### config.mk
export PLATFORM = sky130hd
export DESIGN_NAME = demux1to8_reg
export DESIGN_NICKNAME = d
export VERILOG_FILES = /design/src/rtl/demux1to8_reg.sv
export SDC_FILE = /design/constraint.sdc
export NUM_CORES = 1
export LEC_CHECK = 0
export CORE_AREA = 2 2 122 124
export CTS_CLUSTER_DIAMETER = 50
export DETAILED_ROUTE_END_ITERATION = 8
export DIE_AREA = 0 0 124 126
export PLACE_DENSITY = 0.72
export SYNTH_ARGS = -nofsm -noshare
export SYNTH_HDL_FRONTEND = slang
export SYNTH_SLANG_ARGS = --single-unit
export TNS_END_PERCENT = 5
### constraint.sdc
create_clock -name clk -period 9.6 [get_ports clk]
set_clock_uncertainty 0.15 [all_clocks]
set_input_delay 1.44 -clock clk [delete_from_list [all_inputs] [get_ports clk]]
set_output_delay 1.44 -clock clk [all_outputs]
set_load 0.005 [all_outputs]
### src/rtl/demux1to8_reg.sv
// Registered 1-to-8 demultiplexer: one holding stage with valid/ready on both sides.
// Optional per-destination delivery counters are built when DEMUX_STATS_EN is defined.

module demux1to8_lane #(
  parameter int IDX = 0
) (
`ifdef DEMUX_STATS_EN
  input  logic       clk,
  input  logic       rst,
  input  logic       stat_clr,
  output logic [7:0] count,
`endif
  input  logic       full,
  input  logic [2:0] sel_q,
  input  logic       ready,
  output logic       valid,
  output logic       dlv
);
  localparam logic [2:0] MY_SEL = 3'(IDX);

  assign valid = full & (sel_q == MY_SEL);
  assign dlv   = valid & ready;

`ifdef DEMUX_STATS_EN
  // Clear has priority over a same-edge delivery; the counter wraps naturally.
  always_ff @(posedge clk or posedge rst) begin
    if (rst)           count <= '0;
    else if (stat_clr) count <= '0;
    else if (dlv)      count <= count + 8'd1;
  end
`endif
endmodule

module demux1to8_reg #(
  parameter int WIDTH = 128,
  parameter int NDEST = 8
) (
  input  logic             clk,
  input  logic             rst,
  input  logic [WIDTH-1:0] in_data,
  input  logic [2:0]       in_sel,
  input  logic             in_valid,
  output logic             in_ready,
  output logic [WIDTH-1:0] out_data,
  output logic [NDEST-1:0] out_valid,
  input  logic [NDEST-1:0] out_ready,
  output logic             busy
`ifdef DEMUX_STATS_EN
  ,
  input  logic             stat_clr,
  output logic [8*NDEST-1:0] stat_count
`endif
);
  typedef enum logic {EMPTY = 1'b0, FULL = 1'b1} state_t;

  typedef struct packed {
    logic [WIDTH-1:0] data;
    logic [2:0]       sel;
  } hold_t;

  state_t           state, state_nxt;
  hold_t            hold_q;
  logic [NDEST-1:0] dlv;
  logic             deliver, accept;

  assign deliver = |dlv;
  assign accept  = in_valid & in_ready;

  always_ff @(posedge clk or posedge rst) begin
    if (rst) state <= EMPTY;
    else     state <= state_nxt;
  end

  always_comb begin
    state_nxt = state;
    case (state)
      EMPTY:   if (accept)                state_nxt = FULL;
      FULL:    if (deliver && !accept)    state_nxt = EMPTY;
      default:                            state_nxt = EMPTY;
    endcase
  end

  // in_ready stays low during reset so nothing is accepted into a clearing stage.
  always_comb begin
    in_ready = 1'b0;
    busy     = 1'b0;
    if (!rst) begin
      in_ready = (state == EMPTY) | deliver;
      busy     = (state == FULL);
    end
  end

  // Data is only written on accept; after a plain deliver it keeps the last word.
  always_ff @(posedge clk or posedge rst) begin
    if (rst)         hold_q <= '0;
    else if (accept) hold_q <= '{data: in_data, sel: in_sel};
  end

  assign out_data = hold_q.data;

  for (genvar k = 0; k < NDEST; k++) begin : g_lane
    demux1to8_lane #(.IDX(k)) u_lane (
`ifdef DEMUX_STATS_EN
      .clk      (clk),
      .rst      (rst),
      .stat_clr (stat_clr),
      .count    (stat_count[8*k +: 8]),
`endif
      .full     (state == FULL),
      .sel_q    (hold_q.sel),
      .ready    (out_ready[k]),
      .valid    (out_valid[k]),
      .dlv      (dlv[k])
    );
  end
endmodule

After elaboration in Yosys (flattened, before gate mapping)
Cells that the tools add are included.
Word-level totals
  register bits after elaboration: 132
  output and inout port bits: 138
  word-level logic and storage cells: 38
Cells by class
  equality and inequality tests: 7
  muxes and demuxes: 5
  bitwise logic cells: 19
  reduce and logical (&&, ||, !) cells: 4
Operators with widths (count)
  bitwise AND 1 bit: 17
  == test 3 bit, second input constant: 4
  OR reduction 8 bit: 1
  == test 3 x 2 -> 1 bit, second input constant: 2
  two-way mux 1 bit: 4
  == test 3 x 1 -> 1 bit, second input constant: 1
  logical NOT 3 bit: 1
  one-hot mux 1 bit (2 select lines): 1
  logical AND 1 bit: 1
  logical NOT 1 bit: 1
  NOT 1 bit: 1
  OR 1 bit: 1

Depth between registers and ports, before layout
Gate-level depths: netlist (run 1).
  depth after elaboration: 11
  gate-level depth with buffers: 7
  depth with buffers taken out: 4

Hierarchy
A second synthesis (run 1) with hierarchy kept.
Unflattened totals
  cell total of the unflattened synthesis: 431
  area, all modules: 6102.1 sq um
Modules (own cells, without submodules)
  demux1to8_reg: times used 1, cells an instance 415, area an instance 5949.5 sq um, sequential area each 3303.2 sq um
  demux1to8_lane (g_lane[1].u_lane ...): times used 3, cells an instance 2, area an instance 18.8 sq um, sequential area each 0.0 sq um
  demux1to8_lane (g_lane[3].u_lane ...): times used 3, cells an instance 2, area an instance 16.3 sq um, sequential area each 0.0 sq um
  demux1to8_lane (g_lane[0].u_lane): times used 1, cells an instance 2, area an instance 30.0 sq um, sequential area each 0.0 sq um
  demux1to8_lane (g_lane[7].u_lane): times used 1, cells an instance 2, area an instance 17.5 sq um, sequential area each 0.0 sq um

Least setup slack after synthesis (run 1)
No wires, ideal clock.
  path kind: input to output
  start point: in out_ready[5]
  end point: out in_ready
  arrival time: 2.231 ns
  required time: 8.010 ns
  slack: 5.779 ns
  stages on the path: 4
  path buffers: 0
  cells stage by stage: mux4_2 and2_4 nor2_1 nor2_1
On the way
  longest elaborated chain between the ends: 4
RTL lines
  start: declaration: line 46  | input logic [NDEST-1:0] out_ready,
  bitwise AND 1 bit: line 22  | assign dlv = valid & ready;
  OR reduction 8 bit: line 66  | assign deliver = |dlv;
  OR 1 bit: line 88  | in_ready = (state == EMPTY) | deliver;
  two-way mux 1 bit: line 87  | if (!rst) begin
  end: declaration: line 43  | output logic in_ready,
Every way passes these cells.

Final worst setup path (run 1)
  start point: in out_ready[2]
  end point: out in_ready
Same word-level chain as after synthesis.

==> flow_summary.toml, run 1 <==
[outcome]
status = "completed"

[hold_path]
hold_path.class = "reg -> reg"

[worst_setup_path]
cp_top_family = "buffers and inverters"
crit_path_end = "in_ready"
crit_type = "in -> out"
start_kind = "input pin"
path_depth = 6
path_max_fanout = 4
r2r_start = "hold_q[0]"
r2r_cells = 5
slowest_delay_ns = 0.51
cp_slowest_cell = "clkdlybuf4s50_1"
cp-end-kind = "output port"
crit_required_ns = 8.01
cp.buffers_inverters = 2
crit_arrival_ns = 3.14
critPathLaunch = "out_ready[2]"
rr_endpoint = "out_data[33]"
r2r_setup_slack_ns = 6.70
cp_cell_sequence = "clkdlybuf4s50_1 > mux2i_1 > o221ai_1 > nor2_1 > nor2_1 > clkdlybuf4s50_1"

[synthesis]
synth_nets = 458
netlist_area_um2 = 5215
ys_ff_latch = 132
syn_avg_cell_area_um2 = 16.50
yosysWarningCount = 0
ys_types = 20
yosysSeqAreaShare_pct = 63.34
synthCells = 316

[power]
combPwrFrac_pct = 38.9
ir_drop_v = 0.0001604
pwr-share-clk_pct = 24.1
design_power_total_mw = 2.696
power.internal_mw = 1.988
powerDensity_nw_per_um2 = 312.9
p_sw_share_pct = 26.26
seqPwrFrac_pct = 37.0
power_leakage_nw = 3.561
p_switching_mw = 0.7082

[cts]
cts.hold.buffers_added = 0
cts_made_buffers = 17
clock-root-buffer = "clkbuf_16"
clk_pin_slew_ns = 0.05
cts_sinks = 132
post_cts_resized = 0
htree_levels = 4
clk-insertion-delay-late_ns = 0.41
cts.path.max_buffers = 2
cts_tree = "yes"
post_cts_buffers = 0

[floorplan]
rows = 44
io_pins = 280
dieArea_um2 = 15620
initial_utilization_pct = 36.43
core_um2 = 14310
dieHeight_um = 126
die_w_um = 124

[routing]
drt-vias-per-instance = 4.619
vias = 3654
dr.first_iter.drc_count = 90
drt-pass1-iter-count = 4
drc = 0
antenna_left = 0
wl_um = 13250
routedWlPerCell_um = 16.75

[sta]
final_hold_viol_count = 0
clock.fmax_mhz = 211.2
finalCriticalPeriod_ns = 4.734
slew_violations = 0
slew-limit-headroom_pct = 33.93
fin_tns_setup_ns = 0
finalSetupViolCount = 0
finalCritPeriodShare_pct = 49.31
fin_ws_ns = 4.866
worst_pin_slew_ns = 0.9910
rsz0062_at_grt = "no"

[finish]
nNetsFinal = 736
post-route-cell-area_um2 = 8618
final_common_cell = "clkdlybuf4s50_1"
fill_cells = 1115
regArea_um2 = 3303
multiInputGateArea_um2 = 1652
final_cell_mix = "clkdlybuf4s50_1 (279), dfrtp_1 (132), mux2_1 (100)"
layout-drive-gt1-share_pct = 11.37
synthToLayoutAreaGrowth_pct = 65.26
diodes = 0
stdcell_count = 791

[placement]
postPlaceCellArea_um2 = 8010
place_hpwl_um = 9916
post-place-cells = 759
place_ws_ns = 4.851
gp_congestion = 0.7577
io_buffers = 279

[grt]
grt_pass1_vias = 3962
grt_max_degree = 76
track_usage_pct = 17.16
overflow = 0
grt_pass1_wl_um = 20050
antenna_found_initial = 0

[run]
max_cap_violations = 0
-- through the flow --
stage               hold slack, ns  util, %
floorplan                   0.3389        -
finish                      0.3346    60.21
global route                0.3517    60.21
global placement            0.3221    55.96
detailed placement          0.3300    55.96
CTS                         0.3418    60.21
-- worst min path at each step --
stage / slack (ns) / startpoint / cells after the start / endpoint
finish: 0.33 / out_data[110] / 1 / out_data[110]
global route: 0.35 / out_data[37] / 1 / out_data[37]
CTS: 0.34 / out_data[110] / 1 / out_data[110]
detailed placement: 0.33 / out_data[83] / 1 / out_data[83]
global placement: 0.32 / out_data[38] / 1 / out_data[38]
floorplan: 0.34 / out_data[100] / 1 / out_data[100]
-- worst reg2reg max path: cells and delay by family, from the launching register on --
| family | cells | cell delay [ns] |
|---|---|---|
| AOI/OAI and AO/OA | 1 | 0.12 |
| and+or+nand+nor | 1 | 0.19 |
| muxes | 2 | 1.07 |
| buffers and inverters | 1 | 0.72 |
| DFF | 1 | 0.53 |
-- cell usage after synthesis --
library cell  number  area, um2
nor2_1             8      30.03
nand2_1            4      15.01
mux2i_1            2      20.02
mux2_2            30      337.8
o21ai_4            1      16.27
o221ai_1           1      8.760
nor3_1             2      10.01
nor2b_1            2      12.51
buf_8             11      165.2
mux4_2             1      22.52
buf_2              1      5.000
inv_1              2      7.510
nand2b_1           4      25.02
buf_4             11      82.58
a21oi_1            1      5.000
o211ai_1           1      7.510
dfrtp_1          132       3303
mux2_1           100       1126
or2_2              1      6.260
and2_4             1      8.760
-- layout make-up --
class / instances / area share, %
well taps: 184 / 2.671
flip-flops and latches: 132 / 38.33
repair buffers: 282 / 32.67
clock inverters: 8 / 1.118
multi-input cells: 159 / 19.16
clock buffers: 24 / 5.938
inverters: 2 / 0.1161
-- power by group through the flow --
stage               logic, mW  clock network (mW)  registers (mW)
finish                   1.05               0.651           0.997
global placement         1.05                   0           0.988
global route             1.12               0.695            1.03
floorplan               0.355                   0            1.01
CTS                      1.07               0.667            1.00
detailed placement       1.06                   0            1.01
-- state kept, by name, indices dropped and copies added, names as in the netlist --
| signal | count |
|---|---|
| out_data | 128 |
| hold_q | 3 |
| state | 1 |
-- cells by family (layout without fill, tap and decap cells) --
family                 count (synthesis)  count (layout)  share of synthesized area (%)
buffers and inverters                 25             316                          4.990
multiplexers                         133             133                          28.89
AND/OR/NAND/NOR                       22              22                          2.063
flip-flops                           132             132                          63.34
AO/OA/AOI/OAI                          4               4                         0.7198
-- per-layer routing --
layer	global-route usage [%]	wire [um]	vias up	share of wire (%)
li1	-	-	1651	-
met1	16.26	4525	1789	34
met2	30.45	6961	175	53
met3	7.246	1272	39	9.6
met4	9.914	492	0	3.7
met5	0	0	-	0
Note: power is estimated with default switching activity, not from simulation.
==> run 2: changes to the inputs <==
Clock period 9.6 ns to 4.7 ns, I/O delays scaled along.
==> run 2 against run 1 <==
Compared with the run above:
- power is 100% higher
- final cell count is 0.25% lower
- global-route usage decreased by 0.24 points
- hold slack better by 0.00084 ns
- sequential share of layout area about the same
- core utilization fell by 0.061 points
- clock-buffer cell count is 2 higher
- critical path depth did not move
- wire length down 0.98%
- critical path type unchanged
==> flow_summary.toml, run 2 (synthesis results as in run 1) <==
[cts]
cts_tree = "yes"
cts.path.max_buffers = 2
clk_pin_slew_ns = 0.05
cts_sinks = 132
post_cts_resized = 0
htree_levels = 4
cts_made_buffers = 17
post_cts_buffers = 0
cts.hold.buffers_added = 0
clk-insertion-delay-late_ns = 0.40
clock-root-buffer = "clkbuf_16"

[worst_setup_path]
cp-end-kind = "output port"
cp_cell_sequence = "clkdlybuf4s50_1 > mux2i_1 > o221ai_1 > nor2_1 > nor2_1 > clkdlybuf4s50_1"
rr_endpoint = "out_data[30]"
r2r_setup_slack_ns = 1.94
crit_arrival_ns = 2.42
path_max_fanout = 4
crit_required_ns = 3.85
r2r_start = "hold_q[0]"
crit_type = "in -> out"
r2r_cells = 5
slowest_delay_ns = 0.51
cp_slowest_cell = "clkdlybuf4s50_1"
start_kind = "input pin"

[sta]
finalSetupViolCount = 0
worst_pin_slew_ns = 0.8373
finalCritPeriodShare_pct = 69.78
slew-limit-headroom_pct = 44.18
slew_violations = 0
fin_tns_setup_ns = 0
clock.fmax_mhz = 304.9
final_hold_viol_count = 0
rsz0062_at_grt = "no"
finalCriticalPeriod_ns = 3.280

[power]
power_leakage_nw = 3.546
seqPwrFrac_pct = 37.5
ir_drop_v = 0.0003944
p_sw_share_pct = 26.04
powerDensity_nw_per_um2 = 631.9
pwr-share-clk_pct = 23.1
power.internal_mw = 4.024
p_switching_mw = 1.416
combPwrFrac_pct = 39.4
design_power_total_mw = 5.440

[finish]
diodes = 0
post-route-cell-area_um2 = 8610
fill_cells = 1114
layout-drive-gt1-share_pct = 10.25
fin_util_pct = 60.15
multiInputGateArea_um2 = 1652
final_common_cell = "clkdlybuf4s50_1"
final_cell_mix = "clkdlybuf4s50_1 (279), dfrtp_1 (132), mux2_1 (100)"
synthToLayoutAreaGrowth_pct = 65.09
largest_reg_flops = 128
regArea_um2 = 3303
stdcell_count = 789
nNetsFinal = 736

[routing]
antenna_left = 0
wl_um = 13120
dr.first_iter.drc_count = 111
drt-vias-per-instance = 4.646
drc = 0
routedWlPerCell_um = 16.63
drt-pass1-iter-count = 4
vias = 3666

[floorplan]
rows = 44
dieHeight_um = 126
io_pins = 280
initial_utilization_pct = 36.43
core_um2 = 14310
dieArea_um2 = 15620
die_w_um = 124

[hold_path]
hold_path.class = "reg -> reg"
min-delay-start = "out_data[110]"
whs_endpoint = "out_data[110]"
hold_depth = 1

[placement]
postPlaceCellArea_um2 = 8048
io_buffers = 279
gp_congestion = 0.7597
post-place-cells = 759
place_hpwl_um = 9812

[grt]
grt_pass1_vias = 3925
antenna_found_initial = 0
grt_pass1_wl_um = 19910
grt_max_degree = 68
overflow = 0
track_usage_pct = 16.92

[outcome]
status = "completed"

[run]
max_cap_violations = 0
-- run 2: cell count changes in the layout (fill, tap and decap cells not counted), sizes merged --
cell    delta
clkbuf     +2
clkinv     -4
-- run 2: cell type report --
class                      count  area share, %
clock buffer                  26          5.682
clock inverter                 4         0.8429
inverter                       2         0.1163
multi-input combinational    159          19.18
sequential                   132          38.37
tap                          184          2.674
timing repair buffer         282          33.13
-- run 2: worst max-delay path, delay by kind of cell --
kind	cells	cell delay, ns
AOI/OAI and AO/OA	1	0.44
buffers and inverters	2	0.98
muxes	1	0.07
and+or+nand+nor	2	0.22
-- run 2: power groups by stage --
stage               registers, mW  logic [mW]  clock network, mW
finish                       2.04        2.15               1.26
CTS                          2.05        2.19               1.29
detailed placement           2.06        2.18                  0
global placement             2.02        2.14                  0
global route                 2.12        2.30               1.35
floorplan                    2.06       0.725                  0
-- run 2: worst max-delay path by stage --
stage,from,to,slack (ns),cells after the start
floorplan,rst,hold_q[0],0.32,1
global placement,out_ready[5],in_ready,1.45,6
detailed placement,out_ready[5],out_data[58],1.41,6
CTS,out_ready[2],in_ready,1.41,6
global route,out_ready[2],in_ready,1.28,6
finish,out_ready[2],in_ready,1.42,6
-- run 2: per-layer routing --
layer  share of wire [%]  global-route usage, %  up-vias
li1                    -                      -     1650
met1                  36                  16.87     1822
met2                  52                  30.22      167
met3                 8.8                  6.929       27
met4                 2.9                  7.799        0
met5                   0                      0        -
-- run 2: metrics by stage --
step                      setup slack (ns)  hold slack, ns
after floorplan                     0.3190          0.3389
after global placement               1.455          0.3221
after detailed placement             1.406          0.3301
after CTS                            1.410          0.3413
after global routing                 1.275          0.3457
final                                1.420          0.3355
